File: src/rtl/vga_fb_arbiter.sv
// rtl/vga_fb_arbiter.sv - single-port framebuffer arbiter between VGA prefetch slots and one requester
module vga_fb_arbiter #(
  parameter int H_ACTIVE    = 640,
  parameter int V_ACTIVE    = 480,
  parameter int SCALE_SHIFT = 2,
  parameter int ADDR_W      = 15,
  parameter int COLOR_W     = 12,
  parameter int BLANK_ONLY  = 0
) (
  input  logic               clk,
  input  logic               reset,
  input  logic [11:0]        H_counter,
  input  logic [9:0]         V_counter,
  output logic [ADDR_W-1:0]  mem_addr,
  output logic               mem_we,
  output logic [COLOR_W-1:0] mem_wdata,
  input  logic [COLOR_W-1:0] mem_rdata,
  input  logic               req,
  input  logic               req_we,
  input  logic [ADDR_W-1:0]  req_addr,
  input  logic [COLOR_W-1:0] req_wdata,
  output logic               req_ack,
  output logic [COLOR_W-1:0] req_rdata,
  output logic [COLOR_W-1:0] rgb,
  output logic               blank,
  output logic               frame_start
);

  typedef enum logic [1:0] {IDLE, DATA, ACK} state_t;

  state_t      state;
  logic        req_we_q;
  logic        slot_q;

  logic [9:0]  px;
  logic [1:0]  phase;
  logic [9:0]  tx;
  logic [9:0]  ty;
  logic        h_valid;
  logic        v_valid;
  logic        slot;
  logic        slot_active;
  logic        in_vblank;
  logic        blank_ok;
  logic        grant;
  logic [ADDR_W-1:0] disp_addr;

  assign px      = H_counter[11:2];
  assign phase   = H_counter[1:0];
  assign h_valid = (H_counter <= 12'd3199);
  assign v_valid = (V_counter <= 10'd520);

  // Each slot fetches the pixel after the current one; the last slots of a line look ahead to the next line.
  assign tx = (px == 10'd799) ? 10'd0 : px + 10'd1;
  assign ty = (H_counter < 12'd3196) ? V_counter
            : ((V_counter == 10'd520) ? 10'd0 : V_counter + 10'd1);

  assign slot        = (phase == 2'd2) && h_valid && v_valid;
  assign slot_active = slot && (32'(tx) < 32'(H_ACTIVE)) && (32'(ty) < 32'(V_ACTIVE));

  assign disp_addr = ADDR_W'((32'(ty) >> SCALE_SHIFT) * (32'(H_ACTIVE) >> SCALE_SHIFT)
                             + (32'(tx) >> SCALE_SHIFT));

  assign in_vblank = (32'(V_counter) >= 32'(V_ACTIVE)) && (V_counter <= 10'd519);
  assign blank_ok  = (BLANK_ONLY == 0) || in_vblank;
  assign grant     = (state == IDLE) && req && !slot_active && blank_ok;

  always_comb begin
    mem_addr  = '0;
    mem_we    = 1'b0;
    mem_wdata = '0;
    if (slot_active) begin
      mem_addr = disp_addr;
    end else if (grant) begin
      mem_addr  = req_addr;
      mem_we    = req_we;
      mem_wdata = req_wdata;
    end
  end

  always_ff @(posedge clk or posedge reset) begin
    if (reset) begin
      state       <= IDLE;
      req_we_q    <= 1'b0;
      req_ack     <= 1'b0;
      req_rdata   <= '0;
      rgb         <= '0;
      blank       <= 1'b1;
      frame_start <= 1'b0;
      slot_q      <= 1'b0;
    end else begin
      slot_q      <= slot_active;
      frame_start <= (H_counter == 12'd3199) && (V_counter == 10'd520);

      // Slot data returns during phase 3, so the pixel updates as phase wraps to 0.
      if (phase == 2'd3) begin
        rgb   <= slot_q ? mem_rdata : '0;
        blank <= !slot_q;
      end

      unique case (state)
        IDLE: begin
          req_ack <= 1'b0;
          if (grant) begin
            req_we_q <= req_we;
            state    <= DATA;
          end
        end
        DATA: begin
          if (!req_we_q) begin
            req_rdata <= mem_rdata;
          end
          req_ack <= 1'b1;
          state   <= ACK;
        end
        ACK: begin
          req_ack <= 1'b0;
          state   <= IDLE;
        end
        default: begin
          req_ack <= 1'b0;
          state   <= IDLE;
        end
      endcase
    end
  end

endmodule

File: config.mk
export PLATFORM = sky130hd
export DESIGN_NAME = vga_fb_arbiter
export DESIGN_NICKNAME = d
export VERILOG_FILES = /design/src/rtl/vga_fb_arbiter.sv
export SDC_FILE = /design/constraint.sdc
export NUM_CORES = 1
export LEC_CHECK = 0
export CORE_MARGIN = 3
export CORE_UTILIZATION = 35
export CTS_CLUSTER_DIAMETER = 60
export DETAILED_ROUTE_END_ITERATION = 6
export PLACE_DENSITY = 0.79
export SYNTH_ARGS = -nofsm -noshare
export SYNTH_HDL_FRONTEND = slang
export SYNTH_SLANG_ARGS = --single-unit
File: constraint.sdc
create_clock -name clk -period 4.8 [get_ports clk]
set_clock_uncertainty 0.15 [all_clocks]
set_input_delay 0.72 -clock clk [delete_from_list [all_inputs] [get_ports clk]]
set_output_delay 0.72 -clock clk [all_outputs]
set_load 0.02 [all_outputs]
==> summary.md <==
| Metric | Value |
|---|---|
| Fill count | `497` |
| Post-Syn Area | `0.002454 mm²` |
| Clk_lat worst skew | `0.27 ns` |
| Antenna violations before repair | `0` |
| Final setup violating endpoints | `4` |
| Initial Utilization | `0.3736` |
| Critical Path End Type | `output port` |
| # Max-Cap Violations | `0` |
| ANT nets after route | `0` |
| Width of the die | `89.73 µm` |
| Die ar. | `0.008051 mm²` |
| Vias | `2721` |
| Finished Layout Cells | `552` |
| Fraction of registers with async set or reset after synthesis | `1.000` |
| WL/cell | `14.95 µm` |
| WP buf/inv | `2` |
| Highest clock rate | `197.2 MHz` |
| Final hold vios | `0` |
| Worst Tran Pin Value | `1.145 ns` |
| Root Driver | `clkbuf_8` |
| Dpl hpwl | `6.279 mm` |
| Worst Path Required | `3.93 ns` |
| GPL Wtd Cong | `0.8617` |
| # port buffers | `119` |
| Post-synth net total | `353` |
| Residual DRC | `0` |
| CP max stage delay | `0.53 ns` |
| Hold Crit Start | `rgb[4]` |
| Critical-path top delay cell | `or4_1` |
| Placed Cells | `533` |
| Count of TritonRoute iterations in the first routing pass | `4` |
| Status | `complete, but fails checks` |
| Clock Sinks | `31` |
| R2R Setup Slk | `2.71 ns` |
| Area grow syn2layout | `87.61%` |
| TritonCTS clock tree | `done` |
| Routed wire length | `8.253 mm` |
| Synth area leaders | `dfrtp_1 (31%), ha_1 (7.6%), nand2_1 (7.5%), mux2_2 (6.0%), mux2i_1 (5.7%)` |
| VDD IR max | `0.0001175 V` |
| Worst r2r dst | `req_rdata[1]` |
| Share of cells above drive strength 1 | `0.3181` |
| Critical path arrival | `4.20 ns` |
| P_leak | `0.002211 µW` |
| Syn Inst Count | `271` |
| CTS Buf Count | `5` |
| Critical Path Most Common Cell | `ha_1` |
| CP max FO | `3` |
| Worst min path class | `reg2reg` |
| P per Cell Area | `263.7 mW/mm²` |
| Height of the chip | `89.73 µm` |
| Failing checks | `negative setup slack` |
| Largest net degree at the start of global routing | `32` |
| Clock Tree Buf Depth | `2` |
| Total grt overflow | `0` |
| Vias in the first global route | `2800` |
| Yosys cell types | `53` |
| Rel. slew slack | `0.2357` |
| H-Tree Depth | `2` |
| Finished Core Util | `0.7009` |
| Ys flop type | `dfrtp_1` |
| Clk slew on worst S/H paths | `0.06 ns` |
| CP Capture Point | `mem_addr[14]` |
| Multi-input logic area | `0.001828 mm²` |
| Yosys warnings | `0` |
| Setup crit start | `H_counter[11]` |
| Kind of critical path | `in2out` |
| Worst slack, placed | `-1.259 ns` |
| Stages on worst setup path | `12` |
| Worst hold slack | `0.3285 ns` |
| Minimum clock period | `5.071 ns` |
| RSZ-0062 raised after global routing | `true` |
| Syn Area/Cell | `9.054 µm²` |
| CP top delay family | `simple AND/OR/NAND/NOR gates` |
| GR Util All Layers | `0.1934` |
| ANT cells | `0` |
| Register area | `777.0 µm²` |
| Register area share after synthesis | `0.3167` |
| Global-route wire length before repair | `13.15 mm` |
| Iter 0 DRT Violations | `65` |
| Startpoint Class | `primary input` |
| Post-synth EDFFs | `0` |
| Yosys top cell area share | `0.3060` |
| Top cell type by total area after synthesis | `dfrtp_1` |
| Core footprint | `0.006568 mm²` |
| Post-layout nets | `540` |
| Setup TNS | `-0.7807 ns` |
| Worst Setup Slack, final | `-0.2709 ns` |
| Vias per inst | `4.929` |
| Seq cells post-synth | `31` |
| R2R cell count | `3` |
| Max Slew Vio Count | `0` |
| Core Rows | `29` |
| Worst r2r src | `state[1]` |
| Cell Chain, Critical Path | `clkdlybuf4s50_1 -> nand4_1 -> or4_1 -> or3_1 -> a21oi_2 -> ha_1 -> ha_1 -> a21oi_1 -> xor2_1 -> o311a_4 -> o31ai_4 -> buf_6` |
| Ports | `120` |
| Fin crit share | `1.056` |
-- cell families after synthesis --
family	Yosys count	synth area share
adder cells (fa/ha/maj)	17	0.09281
XOR/XNOR	22	0.07853
AO/OA/AOI/OAI	45	0.1209
multiplexers	27	0.1168
buffers and inverters	22	0.04436
AND/OR/NAND/NOR	107	0.2300
flip-flops	31	0.3167
-- power breakdown --
group | total, µW | switching (µW) | internal [µW] | leakage, µW
Clock | 205 | 89.2 | 115 | 0.0000482
Combinational | 654 | 300 | 354 | 0.00177
Sequential | 355 | 33.0 | 322 | 0.000398
-- layout by cell type, fill, tap and decap left out, drive strengths merged, types with 2 or more instances in the layout --
master          n
o31a            2
nor2b           5
dlymetal6s2s   14
a21o            3
or4             3
dfrtp          30
inv            12
xnor2          13
nand2          49
clkbuf          9
mux2i          14
dlygate4sd2     4
xor2            9
or3             2
nand3           7
a21oi           5
and3            2
clkdlybuf4s50  88
nor3            3
and2           14
nor3b           4
mux2           13
nor2            6
and4            2
fa              2
o211ai          3
o21ai          20
clkdlybuf4s15   2
a21boi          2
ha             15
buf            80
nand4           4
-- flip-flops by register name, summed over array words and instances (netlist names) --
| signal | cells |
|---|---|
| state | 2 |
| frame_start | 1 |
| req_we_q | 1 |
| rgb | 12 |
| req_rdata | 12 |
| req_ack | 1 |
| blank | 1 |
| slot_q | 1 |
-- how the worst min path moves through the flow --
stage	endpoint	slack [ns]	depth (start not counted)
after global routing	rgb[10]	0.36	2
after CTS	state[1]	0.34	1
final	rgb[4]	0.33	2
after floorplan	state[1]	0.28	1
after global placement	state[1]	0.31	1
after detailed placement	rgb[10]	0.32	2
-- cell usage after synthesis, drive strengths merged, types with 4 or more instances --
master	count
inv	12
mux2	13
mux2i	14
nor2b	5
o21ai	20
a21oi	5
and2	14
nor2	6
nand4	4
dfrtp	30
nand3	7
nand2	49
ha	15
xor2	9
xnor2	13
nor3b	4
clkbuf	7
-- metrics by stage --
stage / area, µm² / power [µW]
6_report: 4603 / 1214
5_1_grt: 4603 / 1276
4_1_cts: 4431 / 1198
3_5_place_dp: 4202 / 962.1
3_3_place_gp: 4202 / 942.4
2_1_floorplan: 2490 / 641.3
-- layout make-up --
cell class / count / area share
tap: 93 / 0.02528
clock buffer: 7 / 0.01876
inverter: 12 / 0.009785
timing repair buffer: 190 / 0.3792
clock inverter: 1 / 0.001087
sequential: 31 / 0.1688
multi-input combinational: 218 / 0.3971
-- worst min-delay path: stages, from the launching register on --
cell	delay (ns)
dfrtp_1	0.33
nand2_1	0.04
o21ai_0	0.06
-- what timing repair did --
item | 4_1_cts | 5_1_grt
setup endpoints to repair | 15 | 28
hold endpoints to repair | 0 | 0
hold buffers | 0 | 0
gates resized for setup | 79 | 34
pin swaps | 20 | 19
setup buffers | 7 | 6
-- layer usage --
layer | routed length [µm] | up-vias | track usage
met5 | 0 | - | 0
met4 | 125 | 0 | 0.05492
met3 | 415 | 12 | 0.03422
met2 | 4408 | 92 | 0.3590
met1 | 3304 | 1295 | 0.2275
li1 | - | 1322 | -
(Power assumes the default switching activity.)
